$ cat src/rtl/cat_code_gen_pkg.sv
// cat_pkg: shared types, per-category first/last index tables and the
// category equations for the cat_code_gen code generator.
package cat_pkg;

  typedef enum logic [1:0] {
    CAT_C1  = 2'd0,
    CAT_C2  = 2'd1,
    CAT_C3  = 2'd2,
    CAT_ERR = 2'd3
  } cat_e;

  typedef enum logic [1:0] {
    ST_IDLE = 2'd0,
    ST_SCAN = 2'd1,
    ST_DONE = 2'd2
  } gen_state_e;

  // Ascending-scan first/last index per category, indexed by cat_e value.
  localparam logic [3:0][5:0] CAT_FIRST_ASC = {6'd8,  6'd45, 6'd16, 6'd0};
  localparam logic [3:0][5:0] CAT_LAST_ASC  = {6'd60, 6'd63, 6'd28, 6'd7};

  // Category of code idx = {e[1:0], p[3:0]}.
  function automatic cat_e classify(input logic [5:0] idx);
    logic [1:0] e;
    logic [3:0] p;
    e = idx[5:4];
    p = idx[3:0];
    if (e == 2'b00 && p < 4'd8)        return CAT_C1;
    else if (e == 2'b01 && p < 4'd13)  return CAT_C2;
    else if (e[1] && p >= 4'd13)       return CAT_C3;
    else                               return CAT_ERR;
  endfunction

endpackage

$ cat src/rtl/cat_code_gen_if.sv
// Request/code-stream bundle of cat_code_gen. Optional out_count exists
// only when CAT_GEN_COUNT_EN is defined.
interface cat_code_gen_if;
  logic       req_valid;
  logic       req_ready;
  logic [1:0] req_cat;
  logic       out_valid;
  logic       out_ready;
  logic [3:0] out_p;
  logic [1:0] out_e;
  logic       out_last;
  logic       done;
`ifdef CAT_GEN_COUNT_EN
  logic [5:0] out_count;

  modport slave (
    input  req_valid, req_cat, out_ready,
    output req_ready, out_valid, out_p, out_e, out_last, done, out_count
  );
  modport master (
    output req_valid, req_cat, out_ready,
    input  req_ready, out_valid, out_p, out_e, out_last, done, out_count
  );
`else
  modport slave (
    input  req_valid, req_cat, out_ready,
    output req_ready, out_valid, out_p, out_e, out_last, done
  );
  modport master (
    output req_valid, req_cat, out_ready,
    input  req_ready, out_valid, out_p, out_e, out_last, done
  );
`endif
endinterface

$ cat src/rtl/cat_code_gen_classify.sv
// cat_classify: combinational code-to-category map.
module cat_classify
  import cat_pkg::*;
(
  input  logic [5:0] idx_i,
  output cat_e       cat_o
);

  // Pure decode of the code fields into a category.
  always_comb begin
    cat_o = classify(idx_i);
  end

endmodule

$ cat src/rtl/cat_code_gen.sv
// cat_code_gen: emits, one per handshake, every 6-bit code {e,p} that
// classifies into the requested category. REVERSE selects scan direction.
// Optional macro CAT_GEN_COUNT_EN adds out_count (handshakes per scan).
module cat_code_gen
  import cat_pkg::*;
#(
  parameter bit REVERSE = 1'b0
) (
  input  logic          clk,
  input  logic          rst_n,
  cat_code_gen_if.slave bus
);

  localparam logic [5:0] START_IDX = REVERSE ? 6'd63 : 6'd0;

  gen_state_e state_q;
  logic [5:0] idx_q;
  cat_e       cat_q;
  cat_e       idx_cat;
  logic       match;
  logic       at_last;
  logic [5:0] last_idx;
  logic [5:0] idx_step;
`ifdef CAT_GEN_COUNT_EN
  logic [5:0] count_q;
`endif

  cat_classify u_classify (
    .idx_i (idx_q),
    .cat_o (idx_cat)
  );

  // Scan-order neighbours of the current index.
  always_comb begin
    last_idx = REVERSE ? CAT_FIRST_ASC[cat_q] : CAT_LAST_ASC[cat_q];
    idx_step = REVERSE ? (idx_q - 6'd1) : (idx_q + 6'd1);
    match    = (state_q == ST_SCAN) && (idx_cat == cat_q);
    at_last  = (idx_q == last_idx);
  end

  // Request capture, scan stepping and completion.
  always_ff @(posedge clk or negedge rst_n) begin
    if (!rst_n) begin
      state_q <= ST_IDLE;
      idx_q   <= '0;
      cat_q   <= CAT_C1;
`ifdef CAT_GEN_COUNT_EN
      count_q <= '0;
`endif
    end else begin
      case (state_q)
        ST_IDLE: begin
          if (bus.req_valid) begin
            cat_q   <= cat_e'(bus.req_cat);
            idx_q   <= START_IDX;
            state_q <= ST_SCAN;
`ifdef CAT_GEN_COUNT_EN
            count_q <= '0;
`endif
          end
        end
        ST_SCAN: begin
          if (!match) begin
            idx_q <= idx_step;
          end else if (bus.out_ready) begin
`ifdef CAT_GEN_COUNT_EN
            count_q <= count_q + 6'd1;
`endif
            // The final code ends the scan, so idx never wraps.
            if (at_last) state_q <= ST_DONE;
            else         idx_q   <= idx_step;
          end
        end
        ST_DONE: state_q <= ST_IDLE;
        default: state_q <= ST_IDLE;
      endcase
    end
  end

  assign bus.req_ready = (state_q == ST_IDLE);
  assign bus.out_valid = match;
  assign bus.out_last  = match && at_last;
  assign bus.out_p     = idx_q[3:0];
  assign bus.out_e     = idx_q[5:4];
  assign bus.done      = (state_q == ST_DONE);
`ifdef CAT_GEN_COUNT_EN
  assign bus.out_count = count_q;
`endif

endmodule

$ cat src/flat_wrapper.sv
// flat-port wrapper written by rule: the top's interface ports become plain ports
module cat_code_gen_flat import cat_pkg::*;
#(
  parameter bit REVERSE = 1'b0
)
  (clk, rst_n, bus_req_valid, bus_req_cat, bus_out_ready, bus_req_ready, bus_out_valid, bus_out_p, bus_out_e, bus_out_last, bus_done);
  cat_code_gen_if bus_i ();
  input  logic clk;
  input  logic rst_n;
  input wire logic [$bits(bus_i.req_valid)-1:0] bus_req_valid;
  input wire logic [$bits(bus_i.req_cat)-1:0] bus_req_cat;
  input wire logic [$bits(bus_i.out_ready)-1:0] bus_out_ready;
  output wire logic [$bits(bus_i.req_ready)-1:0] bus_req_ready;
  output wire logic [$bits(bus_i.out_valid)-1:0] bus_out_valid;
  output wire logic [$bits(bus_i.out_p)-1:0] bus_out_p;
  output wire logic [$bits(bus_i.out_e)-1:0] bus_out_e;
  output wire logic [$bits(bus_i.out_last)-1:0] bus_out_last;
  output wire logic [$bits(bus_i.done)-1:0] bus_done;
  assign bus_i.req_valid = bus_req_valid;
  assign bus_i.req_cat = bus_req_cat;
  assign bus_i.out_ready = bus_out_ready;
  assign bus_req_ready = bus_i.req_ready;
  assign bus_out_valid = bus_i.out_valid;
  assign bus_out_p = bus_i.out_p;
  assign bus_out_e = bus_i.out_e;
  assign bus_out_last = bus_i.out_last;
  assign bus_done = bus_i.done;
  cat_code_gen #(.REVERSE(REVERSE)) u_core (.clk(clk), .rst_n(rst_n), .bus(bus_i));
endmodule
$ cat config.mk
export PLATFORM = sky130hd
export DESIGN_NAME = cat_code_gen_flat
export DESIGN_NICKNAME = d
export VERILOG_FILES = /design/src/rtl/cat_code_gen_pkg.sv /design/src/rtl/cat_code_gen_if.sv /design/src/rtl/cat_code_gen_classify.sv /design/src/rtl/cat_code_gen.sv /design/src/flat_wrapper.sv
export SDC_FILE = /design/constraint.sdc
export NUM_CORES = 1
export LEC_CHECK = 0
export ABC_AREA = 1
export CAP_MARGIN = 0
export CORE_ASPECT_RATIO = 0.9
export CORE_MARGIN = 2
export CORE_UTILIZATION = 49
export CTS_CLUSTER_DIAMETER = 50
export DETAILED_ROUTE_END_ITERATION = 7
export HOLD_SLACK_MARGIN = 0.05
export PLACE_DENSITY = 0.82
export SYNTH_ARGS = -nofsm -noshare
export SYNTH_HDL_FRONTEND = slang
export SYNTH_SLANG_ARGS = --single-unit
$ cat constraint.sdc
create_clock -name clk -period 2.05 [get_ports clk]
set_input_delay 0.41 -clock clk [delete_from_list [all_inputs] [get_ports clk]]
set_output_delay 0.41 -clock clk [all_outputs]
set_load 0.01 [all_outputs]
======== After elaboration in Yosys (flattened, before gate mapping) ========
Index checks and enable logic that the tools add are counted.
storage, ports and cells
  bits of input ports ..................... 6
  logic and storage cells ................. 45
  register bits ........................... 10
  output and inout bits ................... 10
operators by class
  muxes and demuxes ....................... 15
  order comparisons ....................... 4
  reduce and logical (&&, ||, !) cells .... 11
  add/sub/neg operators ................... 1
  equal/unequal tests ..................... 11
operators with widths
  operator             number
  $mux 6               5
  $bmux 6 s2           1
  $mux 2               6
  $pmux 6 s2           1
  $lt 4x4->1 const B   2
  $reduce_and 4->1     2
  $add 6x1->6 const B  1
  $eq 6x6->1           1
  $ne 3x3->1 const B   2
  $logic_and 1x1->1    5
  $eq 2x1->1 const B   2
  $ge 4x4->1 const B   1
  $logic_not 2->1      2
  $ne 2x1->1 const B   2
  $ne 2x2->1 const B   2
  $pmux 2 s2           1
  $lt 2x3->1 const B   1
  $eq 2x2->1           1
  $eq 2x2->1 const B   1
  $reduce_and 2->1     1
  $reduce_bool 2->1    1
  $mux 1               1

======== Longest topological paths before layout ========
Gate-level depths: netlist of run 1.
  word-level depth ........................ 9
  gate-level depth with buffers ........... 14
  mapped depth without buffers ............ 14

======== Hierarchy ========
From an unflattened synthesis of run 1, not the netlist that was laid out.
unflattened totals
  cell total of the unflattened synthesis .. 112
  area total of the unflattened synthesis .. 748.2 um^2
modules (own cells, without submodules)
  module        cells each  instances  area each (um^2)  seq. area each (um^2)
  cat_code_gen  99          1          695.7             250.2
  cat_classify  13          1          52.6              0.0

======== Worst setup path after synthesis of run 1 ========
OpenSTA, ideal clock, no wires.
  kind .................................... reg-to-output
  from .................................... register u_core.idx_q[0]
  to ...................................... output bus_out_last
  slack ................................... 0.199 ns
  data arrival time ....................... 1.441 ns
  data required time ...................... 1.640 ns
  cell stages (with the launch flop) ...... 10
  path buffers ............................ 0
  cells stage by stage .................... dfrtp_1 inv_1 ha_1 inv_1 nand3_1 nand2_1 nand3_1 nand2_2 nand2_4 nor3_1
between the ends
  word-level cells in the longest chain between the ends .. 8
  elaborated cells on any way between the ends .. 13
  classes of those cells .................. order compare: 3; eq/ne: 2; mux: 3; reduce/logical: 5
ends and longest elaborated chain
  element                   RTL line                text
  start: declaration        cat_code_gen.sv:17      logic [5:0] idx_q;
  start signal: assignment  cat_code_gen.sv:64      idx_q <= idx_step;
  start signal: assignment  cat_code_gen.sv:71      else idx_q <= idx_step;
  $ge 4x4->1                cat_code_gen_pkg.sv:30  else if (e[1] && p >= 4'd13) return CAT_C3;
  $logic_and 1x1->1         cat_code_gen_pkg.sv:30
  $mux 1                    cat_code_gen_pkg.sv:30
  $mux 2                    cat_code_gen_pkg.sv:29  else if (e == 2'b01 && p < 4'd13) return CAT_C2;
  $mux 2                    cat_code_gen_pkg.sv:28  if (e == 2'b00 && p < 4'd8) return CAT_C1;
  $eq 2x2->1                cat_code_gen.sv:37      match = (state_q == ST_SCAN) && (idx_cat == cat_q);
  $logic_and 1x1->1         cat_code_gen.sv:37
  $logic_and 1x1->1 *       cat_code_gen.sv:82      assign bus.out_last = match && at_last;
  end: declaration          flat_wrapper.sv:17      output wire logic [$bits(bus_i.out_last)-1:0] bus_out_last;
Mark *: on every way between the ends. The rest lies on a longest branch, timed or not.

======== Worst setup path in the final report of run 1 ========
Same ends and word-level chain as after synthesis.

==> results of run 1 <==
==> layout make-up <==
type	count	area, um2	area share
clock buffer	3	22.5	0.0205
sequential	10	250	0.228
multi-input combinational	85	497	0.453
inverter	15	56.3	0.0514
timing repair buffer	29	251	0.229
tap	15	18.8	0.0171
==> Yosys cell counts <==
cell type	instances
nor2_8	1
dfrtp_1	10
ha_1	3
nor2_1	10
nand3_4	1
nor4_1	1
nand3_2	1
nor3_1	4
nand3_1	12
o21ai_1	1
nand2_4	4
inv_2	2
nand2_2	5
nor2_2	2
inv_1	12
a21oi_1	6
nand2_1	27
clkinv_1	1
o21ai_0	7
==> power breakdown <==
part | switching, mW | internal, mW
clock network | 0.0677 | 0.0679
logic | 0.515 | 0.357
registers | 0.0550 | 0.259
==> final timing paths <==
kind                                      to  cells past startpoint  slack (ns)              start
max in group asynchronous  u_core.state_q[0]                      1        1.26              rst_n
min in group clk           u_core.state_q[0]                      2        0.57  u_core.state_q[0]
hold / removal               u_core.idx_q[1]                      1        0.46              rst_n
hold reg to reg            u_core.state_q[0]                      2        0.57  u_core.state_q[0]
setup reg to reg             u_core.idx_q[4]                     12        0.25    u_core.idx_q[0]
setup / recovery                bus_out_last                     11       -0.09    u_core.idx_q[0]
==> critical path, cell delays in order, from the launching register on <==
cell and delay (ns):
dfrtp_1 0.40, inv_1 0.07, ha_2 0.18, inv_2 0.04, nand3_2 0.07, nand2_2 0.08
nand2_2 0.07, nand2_2 0.05, nand2_2 0.07, nand2_4 0.08, nor3_2 0.18, buf_2 0.16
==> through the flow <==
stage          instance area, um2  power, mW  worst slack (ns)  hold WS (ns)   TNS, ns
3_3_place_gp                 1030       1.09            -0.101         0.533    -0.116
6_report                     1100       1.32           -0.0920         0.457   -0.0920
5_1_grt                      1100       1.42            -0.209         0.498    -0.290
4_1_cts                      1050       1.27          -0.00244         0.470  -0.00244
3_5_place_dp                 1030       1.12            -0.166         0.558    -0.257
2_1_floorplan                 776      0.831             0.199         0.114         0
==> layout by cell type (no fill, tap or decap) <==
master and instances:
a21oi_1 6, buf_2 1, buf_4 14, buf_6 1, clkbuf_4 3, clkdlybuf4s50_1 13, clkinv_1 1, dfrtp_1 10
ha_1 2, ha_2 1, inv_1 11, inv_2 3, nand2_1 24, nand2_2 8, nand2_4 4, nand3_1 10
nand3_2 3, nand3_4 1, nor2_1 9, nor2_2 3, nor2_8 1, nor3_1 3, nor3_2 1, nor4_1 1
o21ai_0 7, o21ai_1 1
==> flip-flops by register name, indices dropped and copies added, names as in the netlist <==
signal / cells
u_core.idx_q: 6
u_core.cat_q: 2
u_core.state_q: 2
==> logic make-up after synthesis <==
family,after synthesis
adder cells (fa/ha/maj),3
flip-flops,10
AO/OA/AOI/OAI,14
buffers and inverters,15
AND/OR/NAND/NOR,68
==> metal layers <==
metal	GRT usage	vias up	part of all wire
met5	0	-	0
met4	0.109	0	0.048
met3	0.0696	10	0.048
li1	-	419	-
met2	0.375	23	0.50
met1	0.294	395	0.41
==> timing repair <==
action,in CTS,in global routing
endpoints found under the setup margin,2,2
buffers inserted,1,2
pin swaps,1,4
resized for setup,9,10
==> flow_summary_export.csv, run 1 <==
group,metric,value,unit
status,status,"finished, violations left",
status,violations,"negative setup slack",
synth,synth_top_family_by_area,"simple AND/OR/NAND/NOR gates",
routing,wl_per_cell,13.7,um
synth,synth_compound_area_frac,0.0903,
clock_tree,cts_buffers,3,
timing,slew_headroom,0.679,
grt,grt_max_degree,11,
floorplan,dieHeight,41.7,um
synth,synth_top_area_frac,0.323,
placement,io_buffers,15,
routing,drt_pre_antenna_iters,4,
timing,finalMaxSlewViolations,0,
floorplan,initial_utilization,0.530,
routing,drc,0,
placement,gp_congestion,0.871,
timing,rsz0062_at_grt,"yes",
synth,synthXorXnorAreaFrac,0,
clock_tree,ctsLongestPathBuffers,2,
final_layout,fillers,106,
synth,netlist_area,776,um2
synth,synth_top_cell_by_area,"dfrtp_1",
floorplan,rows,13,
timing,tightest_slew,0.480,ns
synth,syn_area_per_cell,7.05,um2
synth,ys_seq_elements,10,
floorplan,io_pins,16,
final_layout,layout.nets,153,
grt,antenna_found_initial,0,
critical_path,worst-path-max-fanout,3,
timing,setup_viol,1,
grt,overflow,0,
final_layout,finalCoreUtilization,0.749,
placement,dp_hpwl,1.59,mm
power_and_ir_drop,leakage,0.549,nW
critical_path,end_kind,"output port",
power_and_ir_drop,vdd.ir_drop.worst,0.000786,V
critical_path,cp.required,1.64,ns
clock_tree,cts_hold_buf,0,
timing,setup_slack,-0.0920,ns
routing,postRouteAntennaNets,0,
synth,synth-adder-area-share,0.0484,
critical_path,critical_path_arrival,1.73,ns
timing,period_share,1.04,
synth,synth_cells,110,
routing,via_per_inst,5.39,
final_layout,syn_to_final_growth,41.3,%
timing,finalHoldViolCount,0,
routing,wl,2.15,mm
critical_path,crit_type,"reg2out",
floorplan,die_area,1920,um2
floorplan,core_area,1460,um2
clock_tree,htreeDepth,1,
synth,synth-simple-area-share,0.466,
placement,dp.cells,151,
clock_tree,numClockSinks,10,
synth,muxShareOfSynthArea,0,
floorplan,die_x,45.9,um
clock_tree,clockRootBuffer,"clkbuf_4",
final_layout,drive_gt1_frac,0.310,
grt,grt_pass1_wl,3.34,mm
power_and_ir_drop,power_density,1200,nW/um2
synth,synthesis.nets,119,
critical_path,worst_setup_path_start_kind,"flip-flop",
timing,min_period,2.14,ns
job,cap_violations,0,
grt,grt_pass1_vias,793,
grt,grt_usage,0.239,
timing,fmax,0.467,GHz
final_layout,final_cells,157,
routing,drt_iter0_markers,28,
timing,clock_skew,0.0106,ns
min_path,hp-class,"in2async",
synth,ys_seq_area_frac,0.323,
synth,synth_cell_types,19,
clock_tree,clk_pin_slew,0.06,ns
synth,synth.area.top_cells,"dfrtp_1 32%, nand2_1 13%, nand3_1 7.7%, inv_1 5.8%, nand2_4 5.8%",
clock_tree,clk_latency,0.28,ns
clock_tree,cts_tree,"yes",
routing,vias,847,
final_layout,antennaDiodeCount,0,
synth,yosysWarnings,0,
(Power assumes the default switching activity.)
==> run 2, diff against run 1 <==
CORE_ASPECT_RATIO = unset   (was 0.9)
==> flow_summary_export.csv, run 2 (synthesis gave the netlist of run 1 again) <==
group,metric,value,unit
clock_tree,cts_setup_buffers,0,
final_layout,drive_gt1_frac,0.232,
clock_tree,cts_buffers,3,
grt,grt_usage,0.228,
clock_tree,ctsLongestPathBuffers,2,
final_layout,top_register,"u_core.idx_q",
grt,grt_max_degree,11,
timing,slew_headroom,0.665,
status,status,"finished, final reports clean",
grt,grt_pass1_wl,3.26,mm
placement,gp_congestion,0.866,
floorplan,rows,14,
critical_path,r2r-end,"u_core.idx_q[5]",
critical_path,critical_path_buf_inv_count,3,
placement,place_area,1020,um2
critical_path,rr_worst_depth,15,
floorplan,core_area,1490,um2
clock_tree,cts_tree,"yes",
floorplan,initial_utilization,0.521,
power_and_ir_drop,vdd.ir_drop.worst,0.000768,V
grt,grt_pass1_vias,758,
clock_tree,clk_pin_slew,0.07,ns
floorplan,die_x,43.8,um
final_layout,final_cell_mix,"27 x nand2_1, 13 x clkdlybuf4s50_1, 12 x inv_1, 12 x nand3_1",
clock_tree,cts_hold_buf,0,
routing,drt_pre_antenna_iters,4,
critical_path,cp.required,1.64,ns
timing,setup_viol,0,
final_layout,largest_reg_flops,6,
critical_path,end_kind,"output port",
critical_path,crit_path_cell_trace,"inv_1, ha_1, inv_1, nand3_1, nand2_1, nand2_1, nand2_1, nand2_2, nand2_4, nor3_2, buf_2",
floorplan,die_area,1920,um2
critical_path,crit_path_frequent_cell,"nand2_1",
power_and_ir_drop,leakage,0.531,nW
placement,io_buffers,15,
floorplan,dieHeight,43.8,um
routing,wl,1.87,mm
min_path,hp-class,"in2async",
critical_path,slowest_delay,0.39,ns
critical_path,path_depth,11,
final_layout,syn_to_final_growth,34.7,%
timing,clock_skew,0.00307,ns
power_and_ir_drop,power_density,1190,nW/um2
timing,finalHoldViolCount,0,
critical_path,critical_path_arrival,1.59,ns
placement,dp_hpwl,1.42,mm
critical_path,r2r-start,"u_core.idx_q[0]",
final_layout,antennaDiodeCount,0,
critical_path,crit_type,"reg2out",
routing,vias,792,
clock_tree,clockRootBuffer,"clkbuf_4",
job,cap_violations,0,
critical_path,cp_slowest_cell,"dfrtp_1",
floorplan,io_pins,16,
timing,period_share,0.978,
critical_path,crit_family,"simple AND/OR/NAND/NOR gates",
final_layout,layout.nets,149,
clock_tree,numClockSinks,10,
final_layout,fin_area,1040,um2
grt,overflow,0,
routing,postRouteAntennaNets,0,
timing,rsz0062_at_grt,"yes",
routing,drt_iter0_markers,20,
timing,tightest_slew,0.501,ns
grt,antenna_found_initial,0,
final_layout,fillers,119,
clock_tree,clk_latency,0.27,ns
routing,drc,0,
critical_path,worst_setup_path_start_kind,"flip-flop",
critical_path,regToRegSetupSlack,0.34,ns
timing,finalMaxSlewViolations,0,
critical_path,cp-startpoint,"u_core.idx_q[0]",
timing,fmax,0.499,GHz
routing,wl_per_cell,12.1,um
timing,min_period,2.00,ns
final_layout,final_common_cell,"nand2_1",
critical_path,worst-path-max-fanout,3,
final_layout,largestRegisters,"u_core.idx_q (6), u_core.cat_q (2), u_core.state_q (2)",
clock_tree,htreeDepth,1,
power_and_ir_drop,power.total,1.24,mW
critical_path,endpoint,"bus_out_last",
routing,via_per_inst,5.14,
==> run 2: changes by cell type in the layout (fill, tap and decap cells not counted), sizes merged <==
cell  change
buf       -4
==> run 2: area by class of cell <==
cell class / instances / area [um2] / share of cell area
Timing Repair Buffer: 25 / 221 / 0.212
Tap cell: 16 / 20.0 / 0.0192
Clock buffer: 3 / 22.5 / 0.0216
Inverter: 15 / 56.3 / 0.0539
Sequential cell: 10 / 250 / 0.240
Multi-Input combinational cell: 85 / 474 / 0.454
==> run 2: how the worst min path moves through the flow <==
stage	start	end	slack, ns	depth (start not counted)
6_report	rst_n	u_core.idx_q[4]	0.47	1
5_1_grt	rst_n	u_core.idx_q[3]	0.51	1
4_1_cts	rst_n	u_core.idx_q[3]	0.49	1
3_5_place_dp	u_core.state_q[0]	u_core.state_q[0]	0.56	2
3_3_place_gp	u_core.state_q[0]	u_core.state_q[0]	0.53	2
2_1_floorplan	rst_n	u_core.cat_q[0]	0.11	0
==> run 2: per-layer routing <==
layer,vias up,global-route usage,part of all wire
li1,415,-,-
met1,349,0.310,0.46
met2,21,0.359,0.47
met3,7,0.0375,0.048
met4,0,0.0909,0.020
met5,-,0,0
==> run 2: where the power goes <==
| group | internal, mW | switching [mW] |
|---|---|---|
| combinational | 0.309 | 0.482 |
| sequential | 0.259 | 0.0521 |
| clock | 0.0680 | 0.0721 |
==> run 2: per-stage QoR <==
stage | hold slack (ns) | setup slack (ns) | setup TNS (ns) | instances | utilization
after global placement | 0.533 | -0.0979 | -0.111 | 151 | 0.686
after detailed placement | 0.555 | -0.122 | -0.152 | 151 | 0.686
after global routing | 0.512 | -0.0993 | -0.134 | 154 | 0.702
after floorplan | 0.114 | 0.199 | 0 | 110 | -
after CTS | 0.487 | 0.0216 | 0 | 154 | 0.697
final | 0.473 | 0.0458 | 0 | 154 | 0.702
==> run 2: what timing repair did <==
action / 4_1_cts / 5_1_grt
endpoints found under the setup margin: 2 / 2
endpoints found under the hold margin: 0 / 0
pin swaps: 0 / 1
resized for setup: 9 / 2
==> run 3, diff against run 2 <==
GPL_ROUTABILITY_DRIVEN = 1   (was unset)
==> results of run 3 <==
No change in the layout: final DEF, timing and power equal those of run 2.
